**config.mk**
```make
export PLATFORM = sky130hd
export DESIGN_NAME = hs_burst_tx_flat
export DESIGN_NICKNAME = d
export VERILOG_FILES = /design/src/rtl/hs_burst_tx_if.sv /design/src/rtl/hs_burst_tx.sv /design/src/flat_wrapper.sv
export SDC_FILE = /design/constraint.sdc
export NUM_CORES = 1
export LEC_CHECK = 0
export BUFFER_PORTS_ARGS = -buffer_cell sky130_fd_sc_hd__buf_2
export CAP_MARGIN = 20
export CELL_PAD_IN_SITES_DETAIL_PLACEMENT = 1
export CELL_PAD_IN_SITES_GLOBAL_PLACEMENT = 2
export CORE_MARGIN = 4
export CORE_UTILIZATION = 32
export DETAILED_ROUTE_END_ITERATION = 16
export PLACE_DENSITY = 0.79
export SYNTH_ARGS = -nofsm -noshare
export SYNTH_HDL_FRONTEND = slang
export SYNTH_SLANG_ARGS = --single-unit
```
**constraint.sdc**
```tcl
create_clock -name clk -period 2.5 [get_ports clk]
set_clock_uncertainty 0.15 [all_clocks]
set_input_delay 0.125 -clock clk [delete_from_list [all_inputs] [get_ports clk]]
set_output_delay 0.125 -clock clk [all_outputs]
set_load 0.005 [all_outputs]
```
**src/rtl/hs_burst_tx_if.sv**
```systemverilog
// Downstream valid/ready stream carrying the burst beats.
// master: the transmitter side; slave: the receiver side.
interface hs_burst_tx_if #(
  parameter int WORD_WIDTH = 8
);
  logic                  down_valid;
  logic [WORD_WIDTH-1:0] down_data;
  logic                  down_last;
  logic                  down_ready;

  modport master (
    output down_valid,
    output down_data,
    output down_last,
    input  down_ready
  );

  modport slave (
    input  down_valid,
    input  down_data,
    input  down_last,
    output down_ready
  );
endinterface

```
**src/rtl/hs_burst_tx.sv**
```systemverilog
// Burst transmitter: on an accepted start it emits len beats, seed, seed+1, ...
// on a valid/ready stream, with an optional idle gap after each non-final
// accepted beat. Every output comes straight from a register, so down_valid
// never depends combinationally on down_ready.
module hs_burst_tx #(
  parameter int WORD_WIDTH = 8,
  parameter int LEN_WIDTH  = 8,
  parameter int GAP_WIDTH  = 4
) (
  input  logic                  clk,
  input  logic                  rst_n,
  input  logic                  start,
  input  logic [LEN_WIDTH-1:0]  len,
  input  logic [GAP_WIDTH-1:0]  gap,
  input  logic [WORD_WIDTH-1:0] seed,
  hs_burst_tx_if.master         down,
  output logic                  busy,
  output logic                  done,
  output logic [LEN_WIDTH-1:0]  beat_cnt
);

  localparam logic [LEN_WIDTH-1:0]  CNT_ONE  = LEN_WIDTH'(1);
  localparam logic [WORD_WIDTH-1:0] DATA_ONE = WORD_WIDTH'(1);
  localparam logic [GAP_WIDTH-1:0]  GAP_ONE  = GAP_WIDTH'(1);

  typedef enum logic [1:0] {
    ST_IDLE = 2'd0,
    ST_SEND = 2'd1,
    ST_GAP  = 2'd2
  } state_t;

  state_t                r_state;
  state_t                w_state;

  logic                  r_valid,    w_valid;
  logic [WORD_WIDTH-1:0] r_data,     w_data;
  logic                  r_last,     w_last;
  logic                  r_busy,     w_busy;
  logic                  r_done,     w_done;
  logic [LEN_WIDTH-1:0]  r_beat_cnt, w_beat_cnt;
  logic [LEN_WIDTH-1:0]  r_len,      w_len;
  logic [GAP_WIDTH-1:0]  r_gap,      w_gap;
  logic [GAP_WIDTH-1:0]  r_gap_cnt,  w_gap_cnt;

  logic                  w_xfer;
  logic [LEN_WIDTH-1:0]  w_cnt_inc;
  logic [LEN_WIDTH-1:0]  w_len_m1;

  assign w_xfer    = r_valid & down.down_ready;
  assign w_cnt_inc = r_beat_cnt + CNT_ONE;
  // Latched len is never zero while a burst runs, so this cannot underflow.
  assign w_len_m1  = r_len - CNT_ONE;

  // Next-state and next-output logic for the IDLE/SEND/GAP sequencer.
  always_comb begin
    w_state    = r_state;
    w_valid    = r_valid;
    w_data     = r_data;
    w_last     = r_last;
    w_busy     = r_busy;
    w_done     = 1'b0;
    w_beat_cnt = r_beat_cnt;
    w_len      = r_len;
    w_gap      = r_gap;
    w_gap_cnt  = r_gap_cnt;

    case (r_state)
      ST_IDLE: begin
        if (start) begin
          w_beat_cnt = '0;
          if (len != '0) begin
            w_len   = len;
            w_gap   = gap;
            w_data  = seed;
            w_valid = 1'b1;
            w_last  = (len == CNT_ONE);
            w_busy  = 1'b1;
            w_state = ST_SEND;
          end else begin
            // Empty burst: report completion without emitting any beat.
            w_done  = 1'b1;
            w_state = ST_IDLE;
          end
        end else begin
          w_state = ST_IDLE;
        end
      end

      ST_SEND: begin
        if (w_xfer) begin
          w_beat_cnt = w_cnt_inc;
          if (r_last) begin
            // Final beat accepted; data keeps its value as a don't-care.
            w_valid = 1'b0;
            w_last  = 1'b0;
            w_busy  = 1'b0;
            w_done  = 1'b1;
            w_state = ST_IDLE;
          end else begin
            // Next beat index is w_cnt_inc; it is final when it equals len-1.
            w_data = r_data + DATA_ONE;
            w_last = (w_cnt_inc == w_len_m1);
            if (r_gap == '0) begin
              w_state = ST_SEND;
            end else begin
              w_valid   = 1'b0;
              w_gap_cnt = r_gap;
              w_state   = ST_GAP;
            end
          end
        end else begin
          w_state = ST_SEND;
        end
      end

      ST_GAP: begin
        // Counter holds the remaining idle cycles including the current one.
        if (r_gap_cnt == GAP_ONE) begin
          w_valid = 1'b1;
          w_state = ST_SEND;
        end else begin
          w_gap_cnt = r_gap_cnt - GAP_ONE;
          w_state   = ST_GAP;
        end
      end

      default: begin
        w_state = ST_IDLE;
        w_valid = 1'b0;
        w_last  = 1'b0;
        w_busy  = 1'b0;
      end
    endcase
  end

  // Sequencer state register with synchronous active-low reset.
  always_ff @(posedge clk) begin
    if (!rst_n) begin
      r_state <= ST_IDLE;
    end else begin
      r_state <= w_state;
    end
  end

  // Output and burst-context registers; reset abandons any burst silently.
  always_ff @(posedge clk) begin
    if (!rst_n) begin
      r_valid    <= 1'b0;
      r_data     <= '0;
      r_last     <= 1'b0;
      r_busy     <= 1'b0;
      r_done     <= 1'b0;
      r_beat_cnt <= '0;
      r_len      <= '0;
      r_gap      <= '0;
      r_gap_cnt  <= '0;
    end else begin
      r_valid    <= w_valid;
      r_data     <= w_data;
      r_last     <= w_last;
      r_busy     <= w_busy;
      r_done     <= w_done;
      r_beat_cnt <= w_beat_cnt;
      r_len      <= w_len;
      r_gap      <= w_gap;
      r_gap_cnt  <= w_gap_cnt;
    end
  end

  assign down.down_valid = r_valid;
  assign down.down_data  = r_data;
  assign down.down_last  = r_last;
  assign busy            = r_busy;
  assign done            = r_done;
  assign beat_cnt        = r_beat_cnt;

endmodule

```
**src/flat_wrapper.sv**
```systemverilog
// flat-port wrapper written by rule: the top's interface ports become plain ports
module hs_burst_tx_flat 
#(
  parameter int WORD_WIDTH = 8,
  parameter int LEN_WIDTH  = 8,
  parameter int GAP_WIDTH  = 4
)
  (clk, rst_n, start, len, gap, seed, busy, done, beat_cnt, down_down_valid, down_down_data, down_down_last, down_down_ready);
  hs_burst_tx_if #(.WORD_WIDTH(WORD_WIDTH)) down_i ();
  input  logic clk;
  input  logic rst_n;
  input  logic start;
  input  logic [LEN_WIDTH-1:0] len;
  input  logic [GAP_WIDTH-1:0] gap;
  input  logic [WORD_WIDTH-1:0] seed;
  output logic busy;
  output logic done;
  output logic [LEN_WIDTH-1:0] beat_cnt;
  output wire logic [$bits(down_i.down_valid)-1:0] down_down_valid;
  output wire logic [$bits(down_i.down_data)-1:0] down_down_data;
  output wire logic [$bits(down_i.down_last)-1:0] down_down_last;
  input wire logic [$bits(down_i.down_ready)-1:0] down_down_ready;
  assign down_down_valid = down_i.down_valid;
  assign down_down_data = down_i.down_data;
  assign down_down_last = down_i.down_last;
  assign down_i.down_ready = down_down_ready;
  hs_burst_tx #(.WORD_WIDTH(WORD_WIDTH), .LEN_WIDTH(LEN_WIDTH), .GAP_WIDTH(GAP_WIDTH)) u_core (.clk(clk), .rst_n(rst_n), .start(start), .len(len), .gap(gap), .seed(seed), .down(down_i), .busy(busy), .done(done), .beat_cnt(beat_cnt));
endmodule
```
==> results of run 1 <==
## cells by family after synthesis
| group | after synthesis |
|---|---|
| XOR/XNOR | 15 |
| adder cells (fa/ha/maj) | 9 |
| flip-flops | 38 |
| AO/OA/AOI/OAI | 65 |
| multiplexers | 16 |
| buffers and inverters | 26 |
| AND/OR/NAND/NOR | 111 |
## synthesized netlist by cell type (3+ instances only)
| library cell | instances | area share |
|---|---|---|
| inv_1 | 14 | 0.023 |
| nand2_1 | 27 | 0.044 |
| nor2b_1 | 17 | 0.046 |
| o21a_1 | 5 | 0.016 |
| xnor2_1 | 9 | 0.034 |
| ha_1 | 9 | 0.049 |
| o21ai_0 | 11 | 0.024 |
| nand3_1 | 8 | 0.017 |
| clkbuf_1 | 7 | 0.011 |
| mux2i_1 | 15 | 0.065 |
| a21o_1 | 3 | 0.0098 |
| nor3_1 | 9 | 0.020 |
| a21boi_0 | 7 | 0.023 |
| and3_1 | 3 | 0.0082 |
| a21oi_1 | 14 | 0.030 |
| xor2_1 | 4 | 0.015 |
| nand4_1 | 4 | 0.011 |
| a31oi_1 | 3 | 0.0082 |
| nor4_1 | 4 | 0.011 |
| o22ai_1 | 7 | 0.019 |
| dfxtp_1 | 38 | 0.33 |
| nor2_1 | 18 | 0.029 |
| buf_2 | 3 | 0.0065 |
| or4_1 | 6 | 0.020 |
## stage by stage
stage	total power (uW)	hold WS [ns]	cell area [sq um]
5_1_grt	1710	0.0180	2890
3_3_place_gp	1140	0.233	2690
6_report	1600	0.00596	2890
2_1_floorplan	993	0.145	2300
3_5_place_dp	1150	0.249	2690
4_1_cts	1620	0.000540	2890
## routing by layer
layer | wire length, um | track usage | up-vias
met2 | 3270 | 0.275 | 26
met4 | 84 | 0.0513 | 0
met1 | 3100 | 0.212 | 1101
li1 | - | - | 1131
met3 | 158 | 0.0252 | 8
met5 | 0 | 0 | -
## how the worst max path moves through the flow
| stage | startpoint | to | slack, ns | depth (start not counted) |
|---|---|---|---|---|
| 2_1_floorplan | u_core.r_state[1] | u_core.r_gap_cnt[0] | 0.33 | 8 |
| 3_3_place_gp | u_core.r_state[1] | u_core.r_gap_cnt[0] | 0.40 | 7 |
| 3_5_place_dp | u_core.r_state[1] | u_core.r_gap_cnt[0] | 0.33 | 7 |
| 4_1_cts | u_core.r_state[1] | u_core.r_gap_cnt[0] | 0.32 | 7 |
| 5_1_grt | u_core.r_state[1] | u_core.r_gap_cnt[2] | 0.08 | 8 |
| 6_report | len[4] | u_core.down.down_data[3] | 0.31 | 9 |
## sequential cells by signal, summed over array words and instances (netlist names)
name,count
u_core.done,1
u_core.down.down_last,1
u_core.r_gap_cnt,4
u_core.beat_cnt,8
u_core.r_state,2
u_core.r_len,8
u_core.busy,1
u_core.down.down_valid,1
u_core.down.down_data,8
u_core.r_gap,4
## power by group
| group | switching (uW) | total [uW] | internal, uW |
|---|---|---|---|
| Clock | 229 | 452 | 223 |
| Sequential | 53.8 | 702 | 649 |
| Combinational | 227 | 444 | 216 |
## tightest hold or removal path: stages
cell and delay (ns):
buf_2 0.13, nand4b_1 0.10, a21oi_1 0.06
## layout make-up
cell class	count	area [sq um]	area share
Clock buffer	7	86.3	0.0299
Clock inverter	1	5.00	0.00173
Inverter	15	56.3	0.0195
Multi-Input combinational cell	216	1440	0.498
Sequential cell	38	761	0.263
Tap cell	96	120	0.0416
Timing Repair Buffer	67	423	0.146
## repair_timing
action                    in CTS  in global routing
hold endpoints to repair      11                  0
gates resized for setup        0                  0
hold buffers                  11                  0
==> flow_summary.toml, run 1 <==
[status]
status = "finished clean"

[clocking]
cts_sinks = 38
cts_tree = "done"
cts_max_level = 2
cts_buffers = 5
worstSkewPairLatency_ns = 0.30
post_cts_buffers = 0
cts.clk_slew.worst_paths_ns = 0.08
cts.path.max_buffers = 2
root_buffer = "clkbuf_8"

[critical_path]
reg2reg_to = "u_core.r_gap_cnt[0]"
cp-start-kind = "primary input"
worst-path-max-fanout = 12
cpPeakStageDelay_ns = 0.60
worst_ep_arrival_time_ns = 2.27
cp-end-kind = "flop"
cpLargestDelayFamily = "buffers and inverters"
r2r-start = "u_core.r_state[1]"
reg2reg_slack_ns = 0.34
ff2ff_path_depth = 7
crit_buf_inv = 4
cp_cell_sequence = "dlygate4sd3_1 > buf_2 > or4_1 > o21ai_1 > buf_4 > a21o_1 > buf_4 > a21oi_1 > o22ai_1"
path_class = "in2reg"
slowest_stage = "or4_1"
required_ns = 2.58
cpMostUsedCell = "buf_4"

[logic_synthesis]
synth_xor_area_frac = 0.0691
synth-seq-cells = 38
syn-num-nets = 313
synth_top_family_by_area = "simple AND/OR/NAND/NOR gates"
ys.flop_type = "dfxtp_1"
synth_edf_count = 0
synthMuxAreaShare = 0.0701
syn_area_sq_um = 2300
yosys.area_share.adder = 0.0489
synth_compound_gate_area_share = 0.183
async_flop_share = 0
synth.distinct_cells = 49
synth-warning-count = 0
syn_avg_cell_area_sq_um = 8.22
yosys.area_share.simple = 0.254
syn-instance-count = 280
seq_area_frac_synth = 0.331

[cells_and_area]
drive_above_1_share = 0.201
nNetsFinal = 376
instances_no_fill = 440
utilization = 0.418
nFillCells = 874
diodes = 0
syn2layout_area_growth_pct = 25.6
layout_commonest_cell = "buf_2"
layout_common_cells = "buf_2 (43), dfxtp_1 (38), nand2_1 (27)"

[power]
p_per_area_nw_per_um2 = 553
vdd_drop_max_uv = 202
power_leakage_uw = 0.00121

[routing]
drtIter0Drc = 58
post-route-drc-count = 0
vias_per_cell = 5.15
drtPass1Iterations = 4
wirelength_um = 6620
wire_per_inst_um = 15.0
ant_nets = 0
num_vias = 2266

[sta]
timing.fmax_ghz = 0.456
slew_viol_final = 0
max_slew_margin = 0.611
rsz0062_at_grt = "false"
fin_setup_tns_ns = 0
tightest_slew_ns = 0.579
setup_viol_count_final = 0
period_share = 0.878
worst_slack_ns = 0.305
min_period_ns = 2.19
hold_viol_final = 0

[floorplan]
ios = 44
die-height_um = 92.8
start_util = 0.333
die_area_sq_um = 8610
die_w_um = 92.8
core_sq_um = 6910
rows = 30

[global_route]
track_usage = 0.163
grt_pass1_vias = 2262
grt_pass1_wl_um = 11200
grt_max_degree = 28
antenna_found_initial = 0
grt-ovfl-total = 0

[worst_hold_path]
hold_class = "in2reg"
hold_end = "u_core.r_state[1]"
worstHoldStart = "down_down_ready"
min_path_cells = 3

[place]
numPortBuffers = 43
place_congestion = 0.749
post-dp-hpwl_um = 4960
pre_cts_slack_ns = 0.327
dp_cells = 421

[flow_run]
drv_cap = 0
Note: power is estimated with default switching activity, not from simulation.
==> run 2, diff against run 1 <==
--- a/config.mk
+++ b/config.mk
@@ -7,12 +7,12 @@
 export LEC_CHECK = 0
 export BUFFER_PORTS_ARGS = -buffer_cell sky130_fd_sc_hd__buf_2
 export CAP_MARGIN = 20
-export CELL_PAD_IN_SITES_DETAIL_PLACEMENT = 1
-export CELL_PAD_IN_SITES_GLOBAL_PLACEMENT = 2
+export CELL_PAD_IN_SITES_DETAIL_PLACEMENT = 0
+export CELL_PAD_IN_SITES_GLOBAL_PLACEMENT = 1
 export CORE_MARGIN = 4
-export CORE_UTILIZATION = 32
+export CORE_UTILIZATION = 44
 export DETAILED_ROUTE_END_ITERATION = 16
-export PLACE_DENSITY = 0.79
+export PLACE_DENSITY = 0.85
 export SYNTH_ARGS = -nofsm -noshare
 export SYNTH_HDL_FRONTEND = slang
 export SYNTH_SLANG_ARGS = --single-unit
==> constraint.sdc (replaced) <==
create_clock -name clk -period 2.6 [get_ports clk]
set_clock_uncertainty 0.15 [all_clocks]
set_input_delay 0.13 -clock clk [delete_from_list [all_inputs] [get_ports clk]]
set_output_delay 0.13 -clock clk [all_outputs]
set_load 0.005 [all_outputs]
==> run 2 against run 1 <==
Net effect: sequential share of layout area is 0.15 points higher; critical path depth down 2; final area shrank 0.56%; non-clock buffer count shrank 5; register-to-register slack lost 0.02 ns; clock power grew 38%; die area is 25% lower; power grew 6.5%; combinational power is 8.3% lower; flip-flop and latch count did not move; worst hold slack improved by 0.0064 ns.
==> flow_summary.toml, run 2 (synthesis gave the netlist of run 1 again) <==
[critical_path]
cpPeakStageDelay_ns = 0.50
required_ns = 2.67
worst-path-max-fanout = 8
path_class = "reg2reg"
worst_ep_arrival_time_ns = 2.35
cp_cell_sequence = "inv_1 > ha_1 > a21boi_0 > a31oi_1 > nand3_1 > or3b_2 > a31oi_1"
ff2ff_path_depth = 7
cpMostUsedCell = "a31oi_1"
slowest_stage = "or3b_2"
cp-end-kind = "flop"
cp-start-kind = "flop"
reg2reg_slack_ns = 0.32

[routing]
post-route-drc-count = 0
wire_per_inst_um = 13.6
num_vias = 2165
wirelength_um = 5560
drtPass1Iterations = 4
vias_per_cell = 5.29
dr_wl_met3_um = 202
drtIter0Drc = 88
ant_nets = 0
route.top_layer_used = "met4"
wl_met2_um = 2560
drt-met1-wl_um = 2730

[clocking]
cts.clk_slew.worst_paths_ns = 0.08
post_cts_buffers = 0
cts_hold_buffers = 12
cts_sinks = 38
cts.path.max_buffers = 2
cts_tree = "done"
cts_buffers = 5
root_buffer = "clkbuf_8"
cts_max_level = 2
cts_resized = 0
worstSkewPairLatency_ns = 0.29

[floorplan]
rows = 26
die_area_sq_um = 6450
start_util = 0.453
die_w_um = 80.3
die-height_um = 80.3
ios = 44
core_sq_um = 5070

[cells_and_area]
utilization = 0.566
nNetsFinal = 371
syn2layout_area_growth_pct = 24.9
layout_commonest_cell = "buf_2"
drive_above_1_share = 0.189
diodes = 0
layout_common_cells = "buf_2 (43), dfxtp_1 (38), nand2_1 (27)"

[power]
power_leakage_uw = 0.00120
vdd_drop_max_uv = 302
p_int_uw = 1230
pwr-share-seq = 0.393
power.share.clock = 0.368
switchingPower_uw = 474
p_per_area_nw_per_um2 = 593
netSwitchingFraction = 0.278
combPwrFrac = 0.239
power_uw = 1700

[place]
post-dp-hpwl_um = 4080
numPortBuffers = 43
place_congestion = 0.818

[worst_hold_path]
hold_class = "in2reg"
min_path_cells = 3

[sta]
fin_setup_tns_ns = 0
timing.fmax_ghz = 0.439
period_share = 0.875
max_slew_margin = 0.562
hold_viol_final = 0
slew_viol_final = 0
tightest_slew_ns = 0.650
fin_hold_ws_ns = 0.0124
rsz0062_at_grt = "false"
min_period_ns = 2.28
setup_viol_count_final = 0

[global_route]
grt_pass1_vias = 2064
grt_pass1_wl_um = 9490
antenna_found_initial = 0
grt_max_degree = 28
grt-ovfl-total = 0
track_usage = 0.185

[flow_run]
drv_cap = 0

[status]
status = "finished clean"
==> run 2: cell count changes in the layout (fill, tap and decap cells not counted) <==
cell and delta:
buf_4 -6, clkinv_2 -1, dlygate4sd3_1 +1, clkbuf_1 -1, bufinv_16 +2
==> run 2: worst max-delay path: cells and delay by family (launching register included) <==
kind,cells,cell delay [ns]
buffers and inverters,1,0.07
AOI/OAI and AO/OA,3,0.66
DFF,1,0.35
adders and majority gates,1,0.22
and+or+nand+nor,2,0.76
==> run 2: worst paths after layout <==
path | start | endpoint
worst max-delay path | u_core.r_state[1] | u_core.r_gap_cnt[0]
worst min-delay path | len[7] | u_core.r_len[7]
worst max register to register | u_core.r_state[1] | u_core.r_gap_cnt[0]
worst min register to register | u_core.down.down_data[7] | u_core.down.down_data[7]
==> run 2: layout make-up <==
class	instances	area [sq um]
Inverter	15	56.3
Fill cell	499	2200
Timing Repair Buffer	62	388
Clock buffer	6	82.6
Sequential cell	38	761
Multi-Input combinational cell	216	1440
Tap cell	70	87.6
Clock inverter	2	60.1
==> run 2: metal layers <==
metal	up-vias	GRT usage
li1	1114	-
met1	1005	0.250
met2	40	0.292
met3	6	0.0448
met4	0	0.0507
met5	-	0
==> run 2: metrics by stage <==
step	instances	setup WS [ns]	cell area [sq um]
global route	409	0.151	2870
finish	409	0.324	2870
CTS	409	0.319	2870
detailed placement	389	0.340	2610
global placement	389	0.418	2610
floorplan	280	0.434	2300
==> run 2: power groups by stage <==
stage	logic (uW)	clock network (uW)	registers, uW
6_report	407	626	670
5_1_grt	460	662	678
4_1_cts	409	640	670
3_5_place_dp	392	0	683
2_1_floorplan	279	0	676
3_3_place_gp	389	0	682
==> run 3, diff against run 2 <==
==> constraint.sdc (replaced) <==
create_clock -name clk -period 2.6 [get_ports clk]
set_clock_uncertainty 0.15 [all_clocks]
set_input_delay 0.39 -clock clk [delete_from_list [all_inputs] [get_ports clk]]
set_output_delay 0.39 -clock clk [all_outputs]
set_load 0.005 [all_outputs]
==> run 3 against run 2 <==
Net effect: first-iteration DRC count increased by 47%; maximum frequency rose by 3.5%; clock power decreased by 21%; register-to-register slack better by 0.08 ns; sequential power up 0.6%; worst setup slack improved by 0.077 ns; flip-flop and latch count did not move; worst hold slack better by 0.19 ns; critical path depth stayed put; clock-buffer cell count shrank 1; non-clock buffer count is 11 lower; global-route usage about the same.
==> flow_summary.toml, run 3 (synthesis gave the netlist of run 1 again) <==
[critical_path]
required_ns = 2.67
ff2ff_path_depth = 7
cp-start-kind = "flop"
cp_cell_sequence = "inv_1 > ha_1 > a21boi_0 > a31oi_1 > nand3_1 > or3b_2 > a31oi_1"
worst_ep_arrival_time_ns = 2.27
cpPeakStageDelay_ns = 0.46
reg2reg_slack_ns = 0.40
cp-end-kind = "flop"
worst-path-max-fanout = 5
path_class = "reg2reg"
reg2reg_to = "u_core.r_gap_cnt[0]"
r2r-start = "u_core.r_state[1]"
crit_start = "u_core.r_state[1]"
slowest_stage = "or3b_2"
cpMostUsedCell = "a31oi_1"

[routing]
ant_nets = 0
drtPass1Iterations = 4
post-route-drc-count = 0
num_vias = 2176
vias_per_cell = 5.47
wirelength_um = 5490
wire_per_inst_um = 13.8
drtIter0Drc = 129

[clocking]
cts_tree = "done"
root_buffer = "clkbuf_8"
cts_sinks = 38
cts_hold_buffers = 0
cts_resized = 0
cts.path.max_buffers = 2
cts.clk_slew.worst_paths_ns = 0.08
cts_buffers = 5
cts_max_level = 2
post_cts_buffers = 0
worstSkewPairLatency_ns = 0.29

[worst_hold_path]
worstHoldStart = "gap[2]"
hold_end = "u_core.r_gap[2]"
min_path_cells = 3
hold_class = "in2reg"

[global_route]
grtUsageMet3 = 0.0348
grt_busiest_layer = "met2"
met2_usage = 0.293
track_usage = 0.185
grt-ovfl-total = 0
antenna_found_initial = 0
grt_pass1_vias = 1971
gr-usage-met1 = 0.255
grt_max_degree = 27
grt_pass1_wl_um = 9530

[floorplan]
core_sq_um = 5070
die-height_um = 80.3
start_util = 0.453
rows = 26
die_w_um = 80.3
die_area_sq_um = 6450
ios = 44

[cells_and_area]
nNetsFinal = 360
diodes = 0
layout_common_cells = "buf_2 (43), dfxtp_1 (38), nand2_1 (27)"
layout_commonest_cell = "buf_2"
drive_above_1_share = 0.198
syn2layout_area_growth_pct = 18.5

[sta]
worst_slack_ns = 0.401
fin_setup_tns_ns = 0
slew_viol_final = 0
hold_viol_final = 0
min_period_ns = 2.20
rsz0062_at_grt = "false"
tightest_slew_ns = 0.675
timing.fmax_ghz = 0.455
max_slew_margin = 0.546
period_share = 0.846
setup_viol_count_final = 0

[place]
numPortBuffers = 43
place_congestion = 0.796
post-dp-hpwl_um = 4140
pre_cts_slack_ns = 0.397

[flow_run]
drv_cap = 0

[power]
vdd_drop_max_uv = 353
p_per_area_nw_per_um2 = 573
power_leakage_uw = 0.00114

[status]
status = "finished clean"
==> run 3: changes by cell type in the layout (fill, tap and decap cells not counted) <==
cell / delta
dlygate4sd3_1: -12
clkinv_2: +2
buf_4: +1
clkbuf_8: -1
bufinv_16: -1
==> run 3: power by group <==
group | switching, uW | internal (uW)
clock | 214 | 282
combinational | 206 | 187
sequential | 50.5 | 624
total | 470 | 1090
==> run 3: worst max path at each step <==
stage | end | slack (ns) | depth (start not counted)
2_1_floorplan | u_core.r_gap_cnt[0] | 0.43 | 8
3_3_place_gp | u_core.down.down_data[0] | 0.41 | 6
3_5_place_dp | u_core.down.down_data[2] | 0.40 | 7
4_1_cts | u_core.r_gap_cnt[0] | 0.41 | 7
5_1_grt | u_core.r_gap_cnt[2] | 0.21 | 8
6_report | u_core.r_gap_cnt[0] | 0.40 | 7
==> run 3: per-layer routing <==
metal / part of all wire / vias up
met4: 0.011 / 0
li1: - / 1094
met3: 0.046 / 6
met2: 0.46 / 54
met5: 0 / -
met1: 0.48 / 1022
==> run 3: per-stage QoR <==
stage	instance area, sq um	hold WS (ns)	power, uW	instances	utilization
after global placement	2620	0.324	1070	390	0.516
after floorplan	2300	0.307	955	280	-
after CTS	2730	0.199	1580	398	0.537
after detailed placement	2620	0.332	1080	390	0.516
final	2730	0.203	1560	398	0.537
after global routing	2730	0.207	1650	398	0.537
==> run 3: worst max-delay path: cells and delay by family, from the launching register on <==
kind	cells	cell delay [ns]
AO/OA/AOI/OAI	3	0.73
buffers and inverters	1	0.07
flip-flops	1	0.36
AND/OR/NAND/NOR	2	0.60
adder cells (fa/ha/maj)	1	0.23
==> run 3: layout make-up <==
class	count	area [sq um]
Fill cell	533	2350
Multi-Input combinational cell	216	1440
Sequential cell	38	761
Timing Repair Buffer	51	275
Tap cell	70	87.6
Clock buffer	5	68.8
Inverter	15	56.3
Clock inverter	3	40.0
